**src/rtl/seq_pattern_gen_pkg.sv**
```systemverilog
// Shared types and defaults for the programmable sequence generator.
// Includes state encoding and the legacy 12-step reset pattern.
package seq_gen_pkg;

    localparam logic S_IDLE = 1'b0;
    localparam logic S_RUN  = 1'b1;

    typedef enum logic {
        IDLE = S_IDLE,
        RUN  = S_RUN
    } state_t;

    localparam int DEF_DEPTH = 16;
    localparam int DEF_WIDTH = 1;

    // Step i lives at bit i; low 12 bits are the legacy fixed pattern.
    localparam logic [15:0] DEF_INIT = {4'h0, 12'hD94};

endpackage

```
**src/rtl/seq_pattern_gen_if.sv**
```systemverilog
// Control, table-write and step-output bundle of the sequence generator.
// The master drives control and writes; the slave produces steps.
interface seq_pattern_gen_if #(
    parameter int DEPTH = 16,
    parameter int WIDTH = 1
);
    localparam int AW = $clog2(DEPTH);

    logic             start;
    logic             stop;
    logic             en;
    logic             mode_loop;
    logic [AW:0]      len;
    logic             wr_en;
    logic [AW-1:0]    wr_addr;
    logic [WIDTH-1:0] wr_data;
    logic [WIDTH-1:0] out;
    logic             out_valid;
    logic             sof;
    logic             done;
    logic             busy;

    modport master (
        output start, stop, en, mode_loop, len,
        output wr_en, wr_addr, wr_data,
        input  out, out_valid, sof, done, busy
    );

    modport slave (
        input  start, stop, en, mode_loop, len,
        input  wr_en, wr_addr, wr_data,
        output out, out_valid, sof, done, busy
    );

endinterface

```
**src/rtl/seq_pattern_mem.sv**
```systemverilog
// DEPTH x WIDTH pattern table: reset to INIT, one sync write port,
// one combinational read port.
module seq_pattern_mem #(
    parameter int DEPTH = 16,
    parameter int WIDTH = 1,
    parameter int AW    = $clog2(DEPTH),
    parameter logic [DEPTH*WIDTH-1:0] INIT = '0
) (
    input  logic             clk,
    input  logic             rst,
    input  logic             wr_en,
    input  logic [AW-1:0]    wr_addr,
    input  logic [WIDTH-1:0] wr_data,
    input  logic [AW-1:0]    rd_addr,
    output logic [WIDTH-1:0] rd_data
);

    logic [WIDTH-1:0] mem [DEPTH];

    always_ff @(posedge clk or posedge rst) begin
        if (rst) begin
            for (int i = 0; i < DEPTH; i++) begin
                mem[i] <= INIT[i*WIDTH +: WIDTH];
            end
        end else if (wr_en) begin
            mem[wr_addr] <= wr_data;
        end
    end

    assign rd_data = mem[rd_addr];

endmodule

```
**src/rtl/seq_pattern_gen.sv**
```systemverilog
// Programmable sequence generator: plays a writable table for len
// steps, one-shot or looping, with pause, stop and frame marker.
import seq_gen_pkg::*;

module seq_pattern_gen #(
    parameter int DEPTH = DEF_DEPTH,
    parameter int WIDTH = DEF_WIDTH,
    parameter int AW    = $clog2(DEPTH),
    parameter logic [DEPTH*WIDTH-1:0] INIT = (DEPTH*WIDTH)'(DEF_INIT)
) (
    input logic clk,
    input logic rst,
    seq_pattern_gen_if.slave bus
);

    state_t           state;
    state_t           state_n;
    logic [AW-1:0]    idx;
    logic [AW:0]      len_q;
    logic             loop_q;
    logic [WIDTH-1:0] rd_data;
    logic [WIDTH-1:0] out_q;
    logic             out_valid_q;
    logic             sof_q;
    logic             done_q;
    logic             accept;
    logic             last;
    logic             len_ok;

    assign len_ok = (bus.len != '0) && (bus.len <= (AW+1)'(DEPTH));
    assign last   = ((AW+1)'(idx) == len_q - (AW+1)'(1));

    seq_pattern_mem #(
        .DEPTH (DEPTH),
        .WIDTH (WIDTH),
        .AW    (AW),
        .INIT  (INIT)
    ) u_mem (
        .clk     (clk),
        .rst     (rst),
        .wr_en   (bus.wr_en && (state == IDLE)),
        .wr_addr (bus.wr_addr),
        .wr_data (bus.wr_data),
        .rd_addr (idx),
        .rd_data (rd_data)
    );

    always_ff @(posedge clk or posedge rst) begin
        if (rst) begin
            state <= IDLE;
        end else begin
            state <= state_n;
        end
    end

    always_comb begin
        state_n = state;
        accept  = 1'b0;
        unique case (state)
            IDLE: begin
                if (bus.start && !bus.stop && len_ok) begin
                    accept  = 1'b1;
                    state_n = RUN;
                end
            end
            RUN: begin
                if (bus.stop) begin
                    state_n = IDLE;
                end else if (bus.en && last && !loop_q) begin
                    state_n = IDLE;
                end
            end
            default: state_n = IDLE;
        endcase
    end

    always_ff @(posedge clk or posedge rst) begin
        if (rst) begin
            idx         <= '0;
            len_q       <= '0;
            loop_q      <= 1'b0;
            out_q       <= '0;
            out_valid_q <= 1'b0;
            sof_q       <= 1'b0;
            done_q      <= 1'b0;
        end else begin
            out_valid_q <= 1'b0;
            sof_q       <= 1'b0;
            done_q      <= 1'b0;
            if (accept) begin
                idx    <= '0;
                len_q  <= bus.len;
                loop_q <= bus.mode_loop;
            end else if (state == RUN) begin
                // stop outranks both the step and the last-step exit
                if (bus.stop) begin
                    out_q <= '0;
                    idx   <= '0;
                end else if (bus.en) begin
                    out_q       <= rd_data;
                    out_valid_q <= 1'b1;
                    sof_q       <= (idx == '0);
                    if (last) begin
                        idx    <= '0;
                        done_q <= !loop_q;
                    end else begin
                        idx <= idx + 1'b1;
                    end
                end
            end
        end
    end

    assign bus.out       = out_q;
    assign bus.out_valid = out_valid_q;
    assign bus.sof       = sof_q;
    assign bus.done      = done_q;
    assign bus.busy      = (state == RUN);

endmodule
```
**src/flat_wrapper.sv**
```systemverilog
// flat-port wrapper written by rule: the top's interface ports become plain ports
module seq_pattern_gen_flat 
#(
    parameter int DEPTH = DEF_DEPTH,
    parameter int WIDTH = DEF_WIDTH,
    parameter int AW    = $clog2(DEPTH),
    parameter logic [DEPTH*WIDTH-1:0] INIT = (DEPTH*WIDTH)'(DEF_INIT)
)
  (clk, rst, bus_start, bus_stop, bus_en, bus_mode_loop, bus_len, bus_wr_en, bus_wr_addr, bus_wr_data, bus_out, bus_out_valid, bus_sof, bus_done, bus_busy);
  seq_pattern_gen_if #(.DEPTH(DEPTH), .WIDTH(WIDTH)) bus_i ();
  input logic clk;
  input logic rst;
  input wire logic [$bits(bus_i.start)-1:0] bus_start;
  input wire logic [$bits(bus_i.stop)-1:0] bus_stop;
  input wire logic [$bits(bus_i.en)-1:0] bus_en;
  input wire logic [$bits(bus_i.mode_loop)-1:0] bus_mode_loop;
  input wire logic [$bits(bus_i.len)-1:0] bus_len;
  input wire logic [$bits(bus_i.wr_en)-1:0] bus_wr_en;
  input wire logic [$bits(bus_i.wr_addr)-1:0] bus_wr_addr;
  input wire logic [$bits(bus_i.wr_data)-1:0] bus_wr_data;
  output wire logic [$bits(bus_i.out)-1:0] bus_out;
  output wire logic [$bits(bus_i.out_valid)-1:0] bus_out_valid;
  output wire logic [$bits(bus_i.sof)-1:0] bus_sof;
  output wire logic [$bits(bus_i.done)-1:0] bus_done;
  output wire logic [$bits(bus_i.busy)-1:0] bus_busy;
  assign bus_i.start = bus_start;
  assign bus_i.stop = bus_stop;
  assign bus_i.en = bus_en;
  assign bus_i.mode_loop = bus_mode_loop;
  assign bus_i.len = bus_len;
  assign bus_i.wr_en = bus_wr_en;
  assign bus_i.wr_addr = bus_wr_addr;
  assign bus_i.wr_data = bus_wr_data;
  assign bus_out = bus_i.out;
  assign bus_out_valid = bus_i.out_valid;
  assign bus_sof = bus_i.sof;
  assign bus_done = bus_i.done;
  assign bus_busy = bus_i.busy;
  seq_pattern_gen #(.DEPTH(DEPTH), .WIDTH(WIDTH), .AW(AW), .INIT(INIT)) u_core (.clk(clk), .rst(rst), .bus(bus_i));
endmodule
```
**config.mk**
```make
export PLATFORM = sky130hd
export DESIGN_NAME = seq_pattern_gen_flat
export DESIGN_NICKNAME = d
export VERILOG_FILES = /design/src/rtl/seq_pattern_gen_pkg.sv /design/src/rtl/seq_pattern_gen_if.sv /design/src/rtl/seq_pattern_mem.sv /design/src/rtl/seq_pattern_gen.sv /design/src/flat_wrapper.sv
export SDC_FILE = /design/constraint.sdc
export NUM_CORES = 1
export LEC_CHECK = 0
export CAP_MARGIN = 0
export CORE_UTILIZATION = 45
export CTS_CLUSTER_DIAMETER = 100
export DETAILED_ROUTE_END_ITERATION = 10
export PLACE_DENSITY = 0.67
export SLEW_MARGIN = 20
export SYNTH_ARGS = -nofsm -noshare
export SYNTH_HDL_FRONTEND = slang
export SYNTH_HIERARCHICAL = 1
export SYNTH_SLANG_ARGS = --single-unit
```
**constraint.sdc**
```tcl
create_clock -name clk -period 2.97 [get_ports clk]
set_input_delay 0.594 -clock clk [delete_from_list [all_inputs] [get_ports clk]]
set_output_delay 0.594 -clock clk [all_outputs]
set_load 0.02 [all_outputs]
```
# [After elaboration in Yosys (flattened, before gate mapping)]
# Index checks and enable logic that the tools add are counted.
[op_classes] order_cmp=4 div_mod_pow=0 n_addsub=2 n_mux=31 bitwise=4 reduce_logical=16 shift=0 eq_ne=1 mul=0
[op_table] op="$mux 1" count=22
[op_table] op="$mux 4" count=5
[op_table] op="$bwmux 16" count=1
[op_table] op="$ge 5x5->1 const B" count=2
[op_table] op="$not 4->5" count=2
[op_table] op="$logic_and 1x1->1" count=7
[op_table] op="$eq 4x5->1" count=1
[op_table] op="$le 5x5->1 const B" count=1
[op_table] op="$lt 5x1->1 const B" count=1
[op_table] op="$reduce_bool 5->1" count=1
[op_table] op="$sub 5x1->5 const B" count=1
[op_table] op="$add 4x1->4 const B" count=1
[op_table] op="$bmux 1 s4" count=1
[op_table] op="$demux 1 s4" count=1
[op_table] op="$logic_not 4->1" count=1
[op_table] op="$reduce_bool 2->1" count=2
[op_table] op="$reduce_and 3->1" count=1
[op_table] op="$reduce_bool 3->1" count=1
[op_table] op="$logic_not 1->1" count=2
[op_table] op="$not 1->1" count=2
[op_table] op="$pmux 1 s2" count=1
[op_table] op="$reduce_and 2->1" count=1
[word_totals] elab_cells=82 latchBits=0 out_inout_bits=5 mem_bits_ro=0 regBits=31 n_memories=0 in_bits=17 ram_bits=0

# [Depth between registers and ports, before layout]
# Gate-level depths: netlist (run 1).
[depth] ltp_word=7 depth_mapped=7

# [Modules after synthesis]
# Netlist (run 1), hierarchy kept.
[by_module_without_submodules] module="seq_pattern_mem" n_inst=1 cells_per_inst=67 area_per_inst_um2=865.8
[by_module_without_submodules] module="seq_pattern_gen" n_inst=1 cells_per_inst=78 area_per_inst_um2=825.8

# [Worst setup path after synthesis (run 1)]
# No wires, ideal clock.
[synth_timing] path_type="input to register" start="input port bus_len[3]" end="register u_core.len_q[0]" t_required_ns=2.845 arrival_time_ns=1.930 n_path_buf=1 path_slack_ns=0.915 setup_time_ns=0.125 path_stages=5 path_cell_list="nor4_1 xor2_1 or4b_4 buf_6 mux2_4"
[synth_via] elab_chain_len=5
[synth_rtl] element="start, declared" line="flat_wrapper.sv:17" source="input wire logic [$bits(bus_i.len)-1:0] bus_len;"
[synth_rtl] element="$le 5x5->1 / $reduce_bool 5->1 (equally long branches)" line="seq_pattern_gen.sv:30" source="assign len_ok = (bus.len != '0) && (bus.len <= (AW+1)'(DEPTH));"
[synth_rtl] element="$logic_and 1x1->1 (*)" line="seq_pattern_gen.sv:30"
[synth_rtl] element="$logic_and 1x1->1 (*)" line="seq_pattern_gen.sv:61" source="if (bus.start && !bus.stop && len_ok) begin"
[synth_rtl] element="$mux 1 (*)" line="seq_pattern_gen.sv:61"
[synth_rtl] element="$mux 1 (*)" line="seq_pattern_gen.sv:59" source="unique case (state)"
[synth_rtl] element="end signal, assigned" line="seq_pattern_gen.sv:92" source="len_q <= bus.len;"
[synth_rtl] element="end, declared" line="seq_pattern_gen.sv:19" source="logic [AW:0] len_q;"
# Mark *: on every way between the ends. The rest lies on a longest branch, timed or not.
# A chain may end at the register's enable or synchronous reset.

# [Worst setup path after layout (run 1)]
[layout_timing] start="input port bus_len[3]" end="register u_core.len_q[1]"
# Same word-level chain as after synthesis.

==> run_results.csv, run 1 <==
group,metric,value,unit
synthesis,synth-xor-area-share,0.0311,
die,rows,21,
cts,cts_inserted_buffers,5,
synthesis,synth_common_cells,"dfrtp_1, mux2_2, nor2_1",
drt,drtIter0Drc,53,
setup_path,cp.required,3.14,ns
final_layout,diodes,0,
synthesis,yosysTopAreaCell,"dfrtp_1",
sta,worst_pin_slew,0.609,ns
sta,slew_headroom,0.594,
final_layout,nNetsFinal,188,
synthesis,synthArstFlopShare,1.00,
synthesis,ys_types,32,
drt,route.vias.total,1177,
sta,post-route-min-period,2.28,ns
sta,tns,0,ns
die,design.die.area,0.00401,sq mm
setup_path,crit_path_max_fanout,11,
setup_path,worst-setup-path-type,"in2reg",
cts,cts_hold_buf,0,
setup_path,end_kind,"flop",
global_route,gr-usage-met3,0.0616,
synthesis,synth_top_family_by_area,"multiplexers",
power,vdd_drop_max,0.257,mV
cts,clock_latency,0.28,ns
status,status,"finished, final reports clean",
die,io_pins,22,
final_layout,multi_input_area,846,sq um
drt,first_pass_iters,4,
setup_path,regToRegSetupSlack,1.04,ns
sta,setup_viol,0,
synthesis,ys_ff_latch,31,
global_route,grt_use_met2,0.309,
sta,hold_viol,0,
global_route,grt_usage,0.186,
power,p_leak,0.861,nW
place,dp_hpwl,2400,microns
synthesis,synth_top_area_share,0.370,
final_layout,fill_cells,317,
global_route,grtUsageMet1,0.211,
power,power_density,630,mW/mm^2
cts,clk_pin_slew,0.06,ns
sta,finalCritPeriodShare,0.767,
synthesis,ys_seq_area_frac,0.463,
synthesis,synth-edff-count,0,
die,die_width,63.3,microns
setup_path,cp_cell_sequence,"clkdlybuf4s50_1, nor4_1, xor2_1, or4b_4, mux2_4",
sta,slew_violations,0,
synthesis,synthAdderAreaFrac,0.0222,
synthesis,yosysMostFrequentCell,"dfrtp_1",
drt,totalWireLength,3260,microns
global_route,grt_max_degree,17,
setup_path,critPathArrivalTime,2.45,ns
global_route,gr-total-overflow,0,
job,cap_violations,0,
synthesis,syn_area_per_cell,11.7,sq um
die,die_h,63.3,microns
drt,drc,0,
sta,clock.fmax,439,MHz
global_route,busiest_layer,"met2",
synthesis,synth-simple-area-share,0.169,
cts,numClockSinks,31,
synthesis,synth_compound_area_frac,0.0348,
cts,tritoncts,"yes",
drt,vias_per_cell,5.47,
synthesis,synthMuxAreaShare,0.243,
synthesis,synth_flop_cell,"dfrtp_1",
drt,ant_nets,0,
synthesis,synth.area.top_cells,"dfrtp_1, mux2_2, dfstp_2",
synthesis,synth_area,0.00169,sq mm
worst_hold_path,min-delay-path-class,"reg2reg",
global_route,antenna_found_initial,0,
synthesis,synth_warnings,6,
cts,post-cts-setup-buffers,0,
place,io_buffers,21,
power,totalPowerFinal,1.28,mW
cts,cts-root-buf,"clkbuf_8",
setup_path,start_kind,"input port",
final_layout,area.growth.synth_to_final,20.0,%
sta,rsz0062_at_grt,"false",
final_layout,layout-drive-gt1-share,0.225,
synthesis,netlist_instances,145,
setup_path,max_stage_delay,0.61,ns
synthesis,synth_nets,165,
die,core,0.00347,sq mm
place,globalplace.congestion,0.824,
cts,cts_max_path_buffers,2,
drt,routedWlPerCell,15.1,microns
setup_path,critical-path-slowest-cell,"or4b_4",
final_layout,final-seq-area,783,sq um
cts,h-tree-depth,2,
die,initial_core_util,0.488,
global_route,grt_pass1_wl,5550,microns
global_route,grt_pass1_vias,1192,
cts,cts_resized,0,
sta,fin_skew,0.00297,ns
## registers in the layout, indices dropped and copies added, names as in the netlist
register              cells
u_core/bus.out            1
u_core/len_q              5
u_core/u_mem/mem         16
u_core/bus.busy           1
u_core/loop_q             1
u_core/idx                4
u_core/bus.sof            1
u_core/bus.out_valid      1
u_core/bus.done           1
## per-layer routing
| layer | vias up | part of all wire |
|---|---|---|
| met3 | 8 | 0.037 |
| met5 | - | 0 |
| li1 | 561 | - |
| met4 | 0 | 0.028 |
| met2 | 29 | 0.51 |
| met1 | 579 | 0.42 |
## cells in the final DEF (no fill, tap or decap)
cell type,count
clkbuf_1,1
o311ai_2,1
nand2_1,5
nand3b_1,5
nor2_1,14
nor4_1,2
mux2_4,5
nor3b_2,1
nand4b_1,1
nand2b_1,3
and2_1,1
clkbuf_8,7
ha_1,3
a21oi_1,2
o211ai_1,1
o22ai_1,1
nor2b_1,1
clkdlybuf4s50_1,21
mux2_2,17
xnor2_1,3
a32oi_1,1
or4b_4,1
dfstp_2,6
mux2i_1,4
xor2_1,3
mux4_1,4
nor3_1,7
o21ai_0,2
nand3_1,10
dfrtp_1,25
inv_1,9
and3_1,2
## power breakdown
part	total [mW]	internal, mW	switching [mW]	leakage, nW
registers	0.608	0.528	0.0800	0.380
clock network	0.365	0.211	0.154	0.0515
logic	0.307	0.186	0.121	0.430
## worst max-delay path, delay by kind of cell
family                 cells  cell delay [ns]
multiplexers               1             0.33
AND/OR/NAND/NOR            2             0.97
buffers and inverters      1             0.42
XOR/XNOR                   1             0.12
## logic make-up after synthesis
kind of cell	count (synthesis)
AOI/OAI and AO/OA	8
buffers and inverters	14
adders and majority gates	3
xor gates and xnor gates	6
DFF	31
muxes	30
and+or+nand+nor	53
## through the flow
stage | setup slack (ns) | cells | instance area (sq um) | util | hold slack [ns]
finish | 0.692 | 215 | 2030 | 0.585 | 0.493
global route | 0.615 | 215 | 2030 | 0.585 | 0.502
CTS | 0.685 | 215 | 2030 | 0.585 | 0.494
detailed placement | 0.394 | 207 | 1930 | 0.557 | 0.470
global placement | 0.475 | 207 | 1930 | 0.557 | 0.473
floorplan | 0.915 | 145 | 1690 | - | 0.435
## final timing paths
check / to / start / depth (start not counted)
setup reg to reg: u_core/idx[2] / u_core/len_q[0] / 7
min in group asynchronous: u_core/idx[2] / rst / 2
hold reg to reg: u_core/bus.done / u_core/loop_q / 1
setup / recovery: u_core/len_q[1] / bus_len[3] / 5
max in group asynchronous: u_core/u_mem/mem[6] / rst / 2
hold / removal: u_core/bus.done / u_core/loop_q / 1
## cell type report
class / count / share of cell area
repair buffers: 21 / 0.104
well taps: 46 / 0.0283
multi-input cells: 100 / 0.417
clock buffers: 8 / 0.0493
flip-flops and latches: 31 / 0.386
inverters: 9 / 0.0166
No activity file was read; power rests on OpenSTA's default activity.
==> run 2, diff against run 1 <==
==> constraint.sdc (replaced) <==
create_clock -name clk -period 2.4 [get_ports clk]
set_input_delay 0.48 -clock clk [delete_from_list [all_inputs] [get_ports clk]]
set_output_delay 0.48 -clock clk [all_outputs]
set_load 0.02 [all_outputs]
==> results of run 2 <==
Same layout as run 1 (identical final DEF). Status: finished, final reports clean.
Main changes from that run: setup slack after placement 0.394 ns -> -0.0621 ns; setup slack after layout 0.692 ns -> 0.236 ns; register-to-register setup slack 1.04 ns -> 0.47 ns; total power 1.28 mW -> 1.58 mW; worst IR drop on VDD 0.257 mV -> 0.317 mV
